==> src/rtl/axilite_ip_arbiter.sv <==
// rtl/axilite_ip_arbiter.sv - round-robin arbiter sharing one IP register port between N_REQ requesters
module axilite_ip_arbiter #(
   parameter int N_REQ      = 2,
   parameter int ADDR_WIDTH = 8,
   parameter int DATA_WIDTH = 32,
   parameter int TIMEOUT    = 64
) (
   input  logic                          aclk,
   input  logic                          rst,
   input  logic [N_REQ-1:0]              req_vld,
   output logic [N_REQ-1:0]              req_rdy,
   input  logic [N_REQ-1:0]              req_wen,
   input  logic [N_REQ*ADDR_WIDTH-1:0]   req_addr,
   input  logic [N_REQ*DATA_WIDTH-1:0]   req_wdata,
   output logic [N_REQ-1:0]              rsp_vld,
   output logic                          rsp_err,
   output logic [DATA_WIDTH-1:0]         rsp_data,
   output logic                          ip_en,
   output logic                          ip_wen,
   output logic [ADDR_WIDTH-1:0]         ip_addr,
   output logic [DATA_WIDTH-1:0]         ip_wdata,
   input  logic                          ip_rack,
   input  logic [DATA_WIDTH-1:0]         ip_rdata
);
   localparam int PW = $clog2(N_REQ);
   localparam int CW = (TIMEOUT > 0) ? $clog2(TIMEOUT + 1) : 1;
   localparam logic [CW-1:0] CNT_LAST = (TIMEOUT > 0) ? CW'(TIMEOUT - 1) : '0;
   localparam logic [CW-1:0] CNT_MAX  = (TIMEOUT > 0) ? CW'(TIMEOUT) : '0;
   localparam logic [N_REQ-1:0] REQ_ONE = N_REQ'(1);

   typedef enum logic {IDLE, RD_WAIT} state_t;

   state_t                 state_q, state_d;
   logic [PW-1:0]          ptr_q, ptr_d;
   logic [PW-1:0]          owner_q, owner_d;
   logic [CW-1:0]          cnt_q, cnt_d;
   logic                   ip_en_q, ip_en_d;
   logic                   ip_wen_q, ip_wen_d;
   logic [ADDR_WIDTH-1:0]  ip_addr_q, ip_addr_d;
   logic [DATA_WIDTH-1:0]  ip_wdata_q, ip_wdata_d;
   logic [N_REQ-1:0]       rsp_vld_q, rsp_vld_d;
   logic                   rsp_err_q, rsp_err_d;
   logic [DATA_WIDTH-1:0]  rsp_data_q, rsp_data_d;

   logic                   hi_hit, lo_hit, grant_vld, sel_wen;
   logic [PW-1:0]          g_hi, g_lo, grant;
   logic [ADDR_WIDTH-1:0]  sel_addr;
   logic [DATA_WIDTH-1:0]  sel_wdata;

   // g_hi: first requester at or above the pointer; g_lo: first overall (the wrapped choice)
   always_comb begin
      hi_hit = 1'b0;
      lo_hit = 1'b0;
      g_hi   = '0;
      g_lo   = '0;
      for (int i = N_REQ - 1; i >= 0; i--) begin
         if (req_vld[i]) begin
            g_lo   = PW'(i);
            lo_hit = 1'b1;
            if (PW'(i) >= ptr_q) begin
               g_hi   = PW'(i);
               hi_hit = 1'b1;
            end
         end
      end
      grant     = hi_hit ? g_hi : g_lo;
      grant_vld = lo_hit && (state_q == IDLE);
      sel_wen   = 1'b0;
      sel_addr  = '0;
      sel_wdata = '0;
      req_rdy   = '0;
      for (int i = 0; i < N_REQ; i++) begin
         if (PW'(i) == grant) begin
            sel_wen    = req_wen[i];
            sel_addr   = req_addr[i*ADDR_WIDTH +: ADDR_WIDTH];
            sel_wdata  = req_wdata[i*DATA_WIDTH +: DATA_WIDTH];
            req_rdy[i] = grant_vld;
         end
      end
   end

   always_comb begin
      state_d    = state_q;
      ptr_d      = ptr_q;
      owner_d    = owner_q;
      cnt_d      = cnt_q;
      ip_en_d    = 1'b0;
      ip_wen_d   = ip_wen_q;
      ip_addr_d  = ip_addr_q;
      ip_wdata_d = ip_wdata_q;
      rsp_vld_d  = '0;
      rsp_err_d  = 1'b0;
      rsp_data_d = rsp_data_q;
      case (state_q)
         IDLE: begin
            if (grant_vld) begin
               ip_en_d    = 1'b1;
               ip_wen_d   = sel_wen;
               ip_addr_d  = sel_addr;
               ip_wdata_d = sel_wdata;
               ptr_d      = (grant == PW'(N_REQ - 1)) ? '0 : grant + 1'b1;
               if (!sel_wen) begin
                  state_d = RD_WAIT;
                  owner_d = grant;
                  cnt_d   = '0;
               end
            end
         end
         RD_WAIT: begin
            // an acknowledge in the expiry cycle still completes normally
            if (ip_rack) begin
               rsp_vld_d  = REQ_ONE << owner_q;
               rsp_data_d = ip_rdata;
               state_d    = IDLE;
            end else if ((TIMEOUT > 0) && (cnt_q == CNT_LAST)) begin
               rsp_vld_d  = REQ_ONE << owner_q;
               rsp_err_d  = 1'b1;
               rsp_data_d = '0;
               state_d    = IDLE;
            end else if (cnt_q != CNT_MAX) begin
               cnt_d = cnt_q + 1'b1;
            end
         end
         default: state_d = IDLE;
      endcase
   end

   always_ff @(posedge aclk) begin
      if (rst) begin
         state_q    <= IDLE;
         ptr_q      <= '0;
         owner_q    <= '0;
         cnt_q      <= '0;
         ip_en_q    <= 1'b0;
         ip_wen_q   <= 1'b0;
         ip_addr_q  <= '0;
         ip_wdata_q <= '0;
         rsp_vld_q  <= '0;
         rsp_err_q  <= 1'b0;
         rsp_data_q <= '0;
      end else begin
         state_q    <= state_d;
         ptr_q      <= ptr_d;
         owner_q    <= owner_d;
         cnt_q      <= cnt_d;
         ip_en_q    <= ip_en_d;
         ip_wen_q   <= ip_wen_d;
         ip_addr_q  <= ip_addr_d;
         ip_wdata_q <= ip_wdata_d;
         rsp_vld_q  <= rsp_vld_d;
         rsp_err_q  <= rsp_err_d;
         rsp_data_q <= rsp_data_d;
      end
   end

   assign ip_en    = ip_en_q;
   assign ip_wen   = ip_wen_q;
   assign ip_addr  = ip_addr_q;
   assign ip_wdata = ip_wdata_q;
   assign rsp_vld  = rsp_vld_q;
   assign rsp_err  = rsp_err_q;
   assign rsp_data = rsp_data_q;
endmodule

==> config.mk <==
export PLATFORM = sky130hd
export DESIGN_NAME = axilite_ip_arbiter
export DESIGN_NICKNAME = d
export VERILOG_FILES = /design/src/rtl/axilite_ip_arbiter.sv
export SDC_FILE = /design/constraint.sdc
export NUM_CORES = 1
export LEC_CHECK = 0
export CAP_MARGIN = 20
export CORE_MARGIN = 5
export CORE_UTILIZATION = 28
export CTS_BUF_LIST = sky130_fd_sc_hd__clkbuf_4 sky130_fd_sc_hd__clkbuf_8
export CTS_CLUSTER_DIAMETER = 200
export DETAILED_ROUTE_END_ITERATION = 10
export GPL_TIMING_DRIVEN = 0
export HOLD_SLACK_MARGIN = 0.1
export SYNTH_ARGS = -nofsm -noshare
export SYNTH_HDL_FRONTEND = slang
export SYNTH_SLANG_ARGS = --single-unit
==> constraint.sdc <==
create_clock -name aclk -period 5.02 [get_ports aclk]
set_input_delay 1.506 -clock aclk [delete_from_list [all_inputs] [get_ports aclk]]
set_output_delay 1.506 -clock aclk [all_outputs]
set_load 0.01 [all_outputs]
=== Yosys cells after proc, flatten, opt, wreduce, memory -nomap -nowiden ===
Index checks and enable logic that the tools add are counted.

* RAM bits: 0
* Memory bits (read-only): 0
* Output and inout port bits: 79
* Register bits after elaboration: 87
* Input bits: 119
* Bits in latches: 0
* Logic and storage cells: 67
* Memories: 0

* Div/mod/pow operators: 0
* Multiplexer cells: 33
* Bitwise operators: 2
* Eq/ne operators: 7
* $lt $le $gt $ge: 2
* Reduce and logical (&&, ||, !) cells: 9
* Shift-type cells: 1
* $mul: 0
* Add/subtract/negate cells: 2

{| class="wikitable"
|+ Operators by type and width
! kind !! count
|-
| two-way mux 32 bit || 3
|-
| two-way mux 7 bit || 5
|-
| two-way mux 1 bit || 20
|-
| one-hot mux 7 bit (2 select lines) || 1
|-
| two-way mux 8 bit || 1
|-
| != test 2 bit (second input constant) || 4
|-
| adder 7 x 1 -> 7 bit (second input constant) || 1
|-
| equality test 7 x 6 -> 1 bit (second input constant) || 1
|-
| != test 7 bit (second input constant) || 1
|-
| AND reduction 5 bit || 1
|-
| two-way mux 2 bit || 2
|-
| AND reduction 2 bit || 2
|-
| OR reduction 2 bit || 2
|-
| AND reduction 3 bit || 1
|-
| OR reduction 3 bit || 1
|-
| greater-or-equal comparator 1 bit (first input constant) || 2
|-
| != test 2 x 1 -> 1 bit (second input constant) || 1
|-
| NOT 1 bit || 2
|-
| one-hot mux 1 bit (2 select lines) || 1
|-
| nonzero test 2 bit || 1
|-
| left shift 1 x 1 -> 2 bit (first input constant) || 1
|-
| adder 1 bit (second input constant) || 1
|-
| logical AND 1 bit || 1
|}

=== Depth between registers and ports, before layout ===
Gate-level depths: netlist of the first run.

* Word-level depth: 10
* Mapped depth: 6
* Gate-level depth less buffers: 6

=== Worst setup path after synthesis of the first run ===
No wires, ideal clock.

* Path type: input-to-output
* Start point: input req_vld[0]
* End point: output req_rdy[0]
* Path buffers: 2
* Arrival: 2.188 ns
* Data required time: 3.514 ns
* Slack: 1.326 ns
* Stages: 4
* Path through: a21boi_1 > and2_1 > buf_2 > buf_2

* Cells in the longest elaborated chain, start to end: 3
* Elaborated cells between the ends (all ways): 7
* Classes of those cells: mux: 6; reduce/logical: 1

{| class="wikitable"
|+ Ends and longest elaborated chain
! what !! line !! text
|-
| start: declaration || 10 || <nowiki>input logic [N_REQ-1:0] req_vld,</nowiki>
|-
| two-way mux 1 bit || 57 || <nowiki>if (req_vld[i]) begin</nowiki>
|-
| two-way mux 1 bit or logical AND 1 bit (tied branches) || 66, 67 ||
|-
| two-way mux 1 bit (*) || 73 || <nowiki>if (PW'(i) == grant) begin</nowiki>
|-
| end: declaration || 11 || <nowiki>output logic [N_REQ-1:0] req_rdy,</nowiki>
|}

Every way passes the cells marked *; elsewhere a longest branch is shown, timed or not.

=== Worst setup path after layout of the first run ===
Ends and elaborated chain as after synthesis.

==> results of run 1 <==
## metal layers
metal | up-vias | global-route usage [%] | routed length (µm)
met5 | - | 0 | 0
met4 | 0 | 6.19 | 204
met3 | 16 | 5.96 | 1150
met2 | 140 | 28.0 | 5590
met1 | 1558 | 19.2 | 4570
li1 | 1577 | - | -
## synth_stat cells, drive strengths merged (3+ instances only)
| cell | count | area (µm²) |
|---|---|---|
| and3 | 3 | 18.8 |
| inv | 7 | 26.3 |
| a22o | 32 | 280 |
| or3 | 3 | 18.8 |
| a21oi | 9 | 48.8 |
| nor3 | 4 | 25.0 |
| a222oi | 40 | 400 |
| dfxtp | 87 | 1740 |
| buf | 13 | 67.6 |
| nor2b | 4 | 25.0 |
| nor2 | 47 | 193 |
| nand3 | 4 | 25.0 |
| o21ai | 5 | 28.8 |
| o31ai | 3 | 36.3 |
| nand2 | 3 | 11.3 |
| clkbuf | 13 | 48.8 |
## state kept, by name, indices dropped and copies added (netlist names)
name	count
cnt_q	7
ip_wen	1
owner_q	1
rsp_err	1
ip_addr	8
ip_en	1
state_q	1
ip_wdata	32
rsp_vld	2
rsp_data	32
ptr_q	1
## report_power, final
part | internal (mW) | switching (mW)
sequential | 0.734 | 0.0250
combinational | 0.207 | 0.142
clock | 0.286 | 0.265
## final cells by class
type / instances / area [µm²] / area share, %
Timing Repair Buffer: 197 / 1970 / 35.5
Inverter: 7 / 26.3 / 0.473
Tap cell: 140 / 175 / 3.16
Buffer: 26 / 118 / 2.12
Clock inverter: 7 / 101 / 1.83
Clock buffer: 9 / 124 / 2.23
Multi-Input combinational cell: 177 / 1290 / 23.3
Sequential cell: 87 / 1740 / 31.4
## metrics by stage
step                TNS [ps]  cell area, µm²  setup slack [ps]  std cells  hold slack [ps]
floorplan                  0            3170              1330        297              403
global placement           0            5320              3.51        634              443
detailed placement     -18.5            5320             -18.5        634              448
CTS                        0            5550             0.821        650              465
global route               0            5550              26.4        650              499
finish                     0            5550               132        650              467
## cell families (layout without fill, tap and decap cells)
family / after synthesis / count (layout) / synth area share [%]
flops: 87 / 87 / 54.9
compound gates: 97 / 97 / 27.5
buf+inv: 33 / 246 / 4.50
fa+ha+maj: 2 / 2 / 0.789
simple gates: 78 / 78 / 12.3
## tightest hold or removal path, delay by kind of cell, from the launching register on
kind	cells	cell delay (ps)
buffers and inverters	1	50
DFF	1	330
AOI/OAI and AO/OA	1	50
## how the worst max path moves through the flow
stage / start / slack (ps) / cells past startpoint / endpoint
2_1_floorplan: req_vld[0] / 1330 / 4 / req_rdy[0]
3_3_place_gp: req_vld[0] / 4 / 5 / req_rdy[1]
3_5_place_dp: req_vld[1] / -20 / 5 / req_rdy[1]
4_1_cts: req_vld[1] / 0.8 / 5 / req_rdy[1]
5_1_grt: req_vld[1] / 30 / 5 / req_rdy[1]
6_report: req_vld[0] / 130 / 6 / req_rdy[0]
==> flow_summary.ini, run 1 <==
[status]
status = finished clean

[grt]
number_of_antenna_violations_at_the_first_check_in_global_routing = 0
groute.usage.overall_pct = 16.6
grt_overflow = 0
grt_start_max_net_pins = 17
number_of_global_route_vias_before_repair = 3516
grt_pass1_wl_mm = 17.8

[synthesis]
dominant_register_cell_in_the_synthesized_netlist = sky130_fd_sc_hd__dfxtp_1
postSynthCellCount = 297
synth.distinct_cells = 39
syn-num-nets = 418
post_synth.cell_area_avg_um2 = 10.7
syn-cell-area_mm2 = 0.00317
synth_seq_cells = 87
ys_seq_area_share_pct = 54.9
synth-edff-count = 0
synth-async-reset-ratio_pct = 0
ys_warn_count = 0

[setup_path]
critical_path_peak_fanout = 10
cp_num_buf_inv = 4
worst_path_max_delay_cell = sky130_fd_sc_hd__clkdlybuf4s50_1
critical_path_class = input port to output pin
worst-endpoint-required_ps = 3510
r2r-start = cnt_q[1]
r2r_cells = 6
reg2reg_setup_slack_ps = 3250
critPathArrivalTime_ps = 3380
critPathCaptureType = output pin
timing.critical_path.cells = clkdlybuf4s50_1 -> a21boi_2 -> and2_1 -> buf_2 -> buf_2 -> clkdlybuf4s50_1
timing.critical_path.from_type = input port
critPathMaxStageDelay_ps = 580
critical-path-top-delay-family = buffers and inverters
rr_endpoint = rsp_data[30]

[sta]
finClkSkew_ps = 14.8
grt_setup_unrepaired = no
finalSetupViolCount = 0
final_hold_viol_count = 0
top_achievable_clock_speed_ghz = 0.205
max-slew-margin-rel_pct = 62.4
fin_crit_ps = 4890
report.final.slew_viol_count = 0
timing_worst_slew_pin_value_ps = 560
layout_worst_path_cycle_share_pct = 97.4

[drt]
drt_pass1_iterations = 5
wl_mm = 11.5
vias = 3291
wire_per_inst_um = 17.7
drtIter0Drc = 293
drc_markers = 0
viasPerCell = 5.06
antenna_violating_nets_post_route = 0

[finish]
most_frequent_standard_cell_in_the_layout_excluding_fill_and_tap_cells = sky130_fd_sc_hd__clkdlybuf4s50_1
ant_cells = 0
nets_finish = 626
utilization_pct = 50.5
layout.cells.most_common_list = sky130_fd_sc_hd__clkdlybuf4s50_1, sky130_fd_sc_hd__dfxtp_1, sky130_fd_sc_hd__nor2_1
drive_gt1_share_pct = 8.24
area_delta_synth_final_pct = 74.9
filler_cells_inserted = 1032

[cts]
cts_root_buf = sky130_fd_sc_hd__clkbuf_8
clock_tree_from_tritoncts = done
ctsHoldBuffers = 0
htree_num_levels = 3
clk-insertion-delay-late_ps = 350
max-clock-path-buffers = 2
tritoncts_num_sinks = 87
cts-buffers-inserted = 9
post_cts_resize_count = 0
cts.reportedPaths.clkPinSlew_ps = 90
cts_setup_buffers = 0

[die]
floorplan.die.height_um = 116
floorplan.die_area_mm2 = 0.0136
die_w_um = 116
initial_utilization_pct = 28.9
ioPinCount = 198
std_cell_rows = 38
coreArea_mm2 = 0.0110

[pwr]
irDropWorstVdd_v = 0.000177
leakagePower_nw = 2.05
total_power_divided_by_cell_area_mw_per_mm2 = 299
report.power.total_mw = 1.66

[hold_path]
whs_path_depth = 2
min_from = ip_wen
hp-class = flop to flop
worstHoldEndpoint = ip_wen

[job]
max-cap-violations = 0

[placed_design]
buffer_ports.inserted = 197
dp_hpwl_mm = 8.88
place_congestion = 0.802
Note: power is estimated with default switching activity, not from simulation.
==> inputs of run 2 (changes only) <==
PLACE_DENSITY = 0.75   (was not set)
==> run 2 against run 1 <==
  * Critical path depth fell by 1
  * Cell count fell by 0.46%
  * Sequential power about the same
  * Clock skew fell by 9.0 ps
  * Count of clock-buffer cells in the layout grew 1
  * Via count rose by 1.4%
  * Core utilization decreased by 0.43 points
  * Largest cell class unchanged
  * Highest routed layer unchanged
==> flow_summary.ini, run 2 (same netlist as run 1, synthesis figures left out) <==
[cts]
clock_tree_from_tritoncts = done
tritoncts_num_sinks = 87
cts_setup_buffers = 0
cts.reportedPaths.clkPinSlew_ps = 80
max-clock-path-buffers = 2
htree_num_levels = 3
cts_root_buf = sky130_fd_sc_hd__clkbuf_8
cts-buffers-inserted = 9
clk-insertion-delay-late_ps = 340

[finish]
multiInputGateArea_mm2 = 0.00129
utilization_pct = 50.1
filler_cells_inserted = 1004
seq_area_mm2 = 0.00174
nets_finish = 625
layout.cells.most_common_list = sky130_fd_sc_hd__clkdlybuf4s50_1, sky130_fd_sc_hd__dfxtp_1, sky130_fd_sc_hd__nor2_1
area_delta_synth_final_pct = 73.4
ant_cells = 0
most_frequent_standard_cell_in_the_layout_excluding_fill_and_tap_cells = sky130_fd_sc_hd__clkdlybuf4s50_1
fin_area_mm2 = 0.00550
drive_gt1_share_pct = 7.89

[die]
initial_utilization_pct = 28.9
floorplan.die_area_mm2 = 0.0136
ioPinCount = 198
std_cell_rows = 38
floorplan.die.height_um = 116
coreArea_mm2 = 0.0110
die_w_um = 116

[drt]
viasPerCell = 5.16
drc_markers = 0
vias = 3336
wire_per_inst_um = 17.3
wl_mm = 11.2
drt_pass1_iterations = 8
antenna_violating_nets_post_route = 0
drtIter0Drc = 308

[hold_path]
min_from = ip_wen
hp-class = flop to flop
worstHoldEndpoint = ip_wen
whs_path_depth = 2

[sta]
top_achievable_clock_speed_ghz = 0.206
final_hold_viol_count = 0
max-slew-margin-rel_pct = 62.8
layout_worst_path_cycle_share_pct = 96.8
holdWs_ps = 451
finClkSkew_ps = 5.78
fin_crit_ps = 4860
finalSetupViolCount = 0
grt_setup_unrepaired = no
timing_worst_slew_pin_value_ps = 554
report.final.slew_viol_count = 0

[grt]
grt_pass1_wl_mm = 16.8
groute.usage.overall_pct = 15.8
number_of_global_route_vias_before_repair = 3439
grt_overflow = 0
grt_start_max_net_pins = 14
number_of_antenna_violations_at_the_first_check_in_global_routing = 0

[pwr]
leakagePower_nw = 2.03
total_power_divided_by_cell_area_mw_per_mm2 = 285
irDropWorstVdd_v = 0.000128
report.power.total_mw = 1.57

[setup_path]
r2r_cells = 6
timing.critical_path.from_type = input port
critical_path_class = input port to output pin
critPathCaptureType = output pin
rr_endpoint = rsp_data[2]
critPathArrivalTime_ps = 3350
worst-endpoint-required_ps = 3510
reg2reg_setup_slack_ps = 3280
r2r-start = cnt_q[1]
critical_path_peak_fanout = 15

[placed_design]
buffer_ports.inserted = 197
dp_hpwl_mm = 8.63
place_congestion = 0.870
placedInstanceArea_mm2 = 0.00532

[status]
status = finished clean

[job]
max-cap-violations = 0
[run 2: metal layers]
layer  vias to the layer above  part of all wire, %  GRT usage [%]
li1                       1568                    -              -
met1                      1599                   41           18.7
met2                       151                   49           26.4
met3                        18                  8.3           5.54
met4                         0                  1.6           5.72
met5                         -                    0              0
[run 2: per-stage QoR]
step           setup TNS, ps  setup WS [ps]  cells
6_report                   0            161    647
5_1_grt                    0           74.3    647
4_1_cts                    0           51.5    648
3_5_place_dp           -89.4          -89.4    634
3_3_place_gp           -63.1          -63.1    634
2_1_floorplan              0           1330    297
[run 2: what timing repair did]
| item | 4_1_cts | 5_1_grt |
|---|---|---|
| endpoints found under the setup margin | 2 | 2 |
| gates resized for setup | 2 | 1 |
| hold endpoints to repair | 0 | 0 |
| hold buffers | 0 | 0 |
[run 2: critical path: stages]
cell and delay, ps:
sky130_fd_sc_hd__clkdlybuf4s50_1 560, sky130_fd_sc_hd__a21boi_2 250, sky130_fd_sc_hd__and2_1 160, sky130_fd_sc_hd__buf_2 280, sky130_fd_sc_hd__clkdlybuf4s50_1 600
[run 2: worst max-delay path by stage]
| stage | from | end | slack [ps] | cells after the start |
|---|---|---|---|---|
| 2_1_floorplan | req_vld[0] | req_rdy[0] | 1330 | 4 |
| 3_3_place_gp | req_vld[1] | req_rdy[1] | -60 | 5 |
| 3_5_place_dp | req_vld[1] | req_rdy[1] | -90 | 5 |
| 4_1_cts | req_vld[1] | req_rdy[1] | 50 | 5 |
| 5_1_grt | req_vld[0] | req_rdy[0] | 70 | 5 |
| 6_report | req_vld[0] | req_rdy[0] | 160 | 5 |
[run 2: cell type report]
type / instances / share of cell area (%)
inverters: 7 / 0.477
multi-input cells: 177 / 23.5
well taps: 140 / 3.18
flip-flops and latches: 87 / 31.7
repair buffers: 197 / 35.8
clock inverters: 4 / 0.887
plain buffers: 25 / 2.05
clock buffers: 10 / 2.39
[run 2: power breakdown]
group	total [mW]	switching (mW)	internal, mW
Clock	0.461	0.231	0.229
Combinational	0.349	0.143	0.206
Sequential	0.758	0.0243	0.734
==> inputs of run 3 (changes only) <==
GPL_TIMING_DRIVEN = not set   (was 0)
==> run 3 against run 2 <==
  * Register-to-register slack worse by 260 ps
  * Cell area down 0.50%
  * Sequential power about the same
  * Hold slack lost 12 ps
  * Clock power is 20% higher
  * Flip-flop and latch count did not move
  * Clock skew grew 3.4 ps
  * Core utilization decreased by 0.25 points
  * Power grew 5.3%
  * Global-route usage is 0.60 points lower
  * Highest routed layer unchanged
==> flow_summary.ini, run 3 (same netlist as run 1, synthesis figures left out) <==
[sta]
grt_setup_unrepaired = no
layout_worst_path_cycle_share_pct = 91.8
top_achievable_clock_speed_ghz = 0.217
holdWs_ps = 439
finClkSkew_ps = 9.23
finalSetupViolCount = 0
setup_total_negative_slack_ps = 0
final_hold_viol_count = 0
fin_crit_ps = 4610
max-slew-margin-rel_pct = 38.1
timing_worst_slew_pin_value_ps = 929
report.final.slew_viol_count = 0

[grt]
grt_pass1_wl_mm = 16.5
grt_start_max_net_pins = 50
number_of_antenna_violations_at_the_first_check_in_global_routing = 0
number_of_global_route_vias_before_repair = 3416
grt_overflow = 0
groute.usage.overall_pct = 15.2

[pwr]
p_sw_uw = 418
seq_power_share_pct = 46.0
cellInternalPower_mw = 1.23
comb_power_share_pct = 20.4
total_power_divided_by_cell_area_mw_per_mm2 = 302
share_clk_of_total_power_pct = 33.6
irDropWorstVdd_v = 0.000142
power.switching_fraction_pct = 25.3
leakagePower_nw = 2.00

[cts]
post_cts_resize_count = 0
cts_setup_buffers = 0
clk-insertion-delay-late_ps = 340
tritoncts_num_sinks = 87
htree_num_levels = 3
cts.reportedPaths.clkPinSlew_ps = 90
cts_root_buf = sky130_fd_sc_hd__clkbuf_8
cts-buffers-inserted = 9
max-clock-path-buffers = 2
clock_tree_from_tritoncts = done
ctsHoldBuffers = 0

[drt]
vias = 3273
drtIter0Drc = 279
antenna_violating_nets_post_route = 0
wl_mm = 10.8
drc_markers = 0
wire_per_inst_um = 17.1
drt_pass1_iterations = 8
viasPerCell = 5.20

[placed_design]
dp_hpwl_mm = 7.88
placedInstanceArea_mm2 = 0.00525
place_congestion = 0.822
buffer_ports.inserted = 197

[finish]
utilization_pct = 49.9
most_frequent_standard_cell_in_the_layout_excluding_fill_and_tap_cells = sky130_fd_sc_hd__clkdlybuf4s50_1
nets_finish = 605
filler_cells_inserted = 1016
fin_area_mm2 = 0.00548
area_delta_synth_final_pct = 72.6
drive_gt1_share_pct = 7.36
ant_cells = 0
layout.cells.most_common_list = sky130_fd_sc_hd__clkdlybuf4s50_1, sky130_fd_sc_hd__dfxtp_1, sky130_fd_sc_hd__nor2_1

[die]
die_w_um = 116
std_cell_rows = 38
floorplan.die_area_mm2 = 0.0136
coreArea_mm2 = 0.0110
ioPinCount = 198
floorplan.die.height_um = 116
initial_utilization_pct = 28.9

[hold_path]
min_from = owner_q
hp-class = flop to flop
whs_path_depth = 1
worstHoldEndpoint = rsp_vld[0]

[status]
status = finished clean

[setup_path]
critPathCaptureType = output pin
r2r-start = cnt_q[1]
critPathMostFrequentCell = sky130_fd_sc_hd__clkdlybuf4s50_1
worst-endpoint-required_ps = 3510
critical_path_class = input port to output pin
timing.critical_path.from_type = input port
timing.critical_path.cells = clkdlybuf4s50_1 -> a21boi_1 -> and2_1 -> clkdlybuf4s50_1
r2r_cells = 6
rr_endpoint = rsp_data[1]
reg2reg_setup_slack_ps = 3020
critical_path_peak_fanout = 4
critPathMaxStageDelay_ps = 540
critPathArrivalTime_ps = 3100
worst_path_max_delay_cell = sky130_fd_sc_hd__clkdlybuf4s50_1

[job]
max-cap-violations = 0
-- run 3: worst max-delay path: cells and delay by family --
family	cells	cell delay, ps
compound gates	1	320
buf+inv	2	1080
simple gates	1	200
-- run 3: per-stage QoR --
| stage | worst slack, ps | power [mW] | std cells |
|---|---|---|---|
| after detailed placement | 439 | 1.11 | 613 |
| after floorplan | 1330 | 0.906 | 297 |
| after global placement | 497 | 1.11 | 613 |
| after global routing | 341 | 1.73 | 629 |
| final | 412 | 1.65 | 629 |
| after CTS | 432 | 1.67 | 629 |
-- run 3: power by group through the flow --
stage | sequential (mW) | combinational (mW) | clock, mW
finish | 0.760 | 0.337 | 0.554
global route | 0.766 | 0.363 | 0.599
CTS | 0.760 | 0.339 | 0.575
detailed placement | 0.775 | 0.337 | 0
global placement | 0.774 | 0.332 | 0
floorplan | 0.790 | 0.116 | 0
-- run 3: worst max-delay path by stage --
stage / from / to / slack [ps] / cells past startpoint
after CTS: req_vld[0] / req_rdy[0] / 430 / 4
after global routing: req_vld[0] / req_rdy[0] / 340 / 4
final: req_vld[0] / req_rdy[0] / 410 / 4
after global placement: req_vld[0] / req_rdy[0] / 500 / 4
after detailed placement: req_vld[0] / req_rdy[0] / 440 / 4
after floorplan: req_vld[0] / req_rdy[0] / 1330 / 4
-- run 3: final cells by class --
type                       instances  area, µm²  area share, %
timing repair buffer             202       2000           36.6
sequential                        87       1740           31.8
multi-input combinational        177       1300           23.7
tap                              140        175           3.20
clock buffer                      10        138           2.51
clock inverter                     6       90.1           1.65
inverter                           7       26.3          0.480
-- run 3: per-layer routing --
layer	up-vias	global-route usage [%]	part of all wire [%]
li1	1529	-	-
met1	1568	17.5	38
met3	14	5.54	10
met4	0	6.50	1.6
met5	-	0	0
met2	162	25.3	50
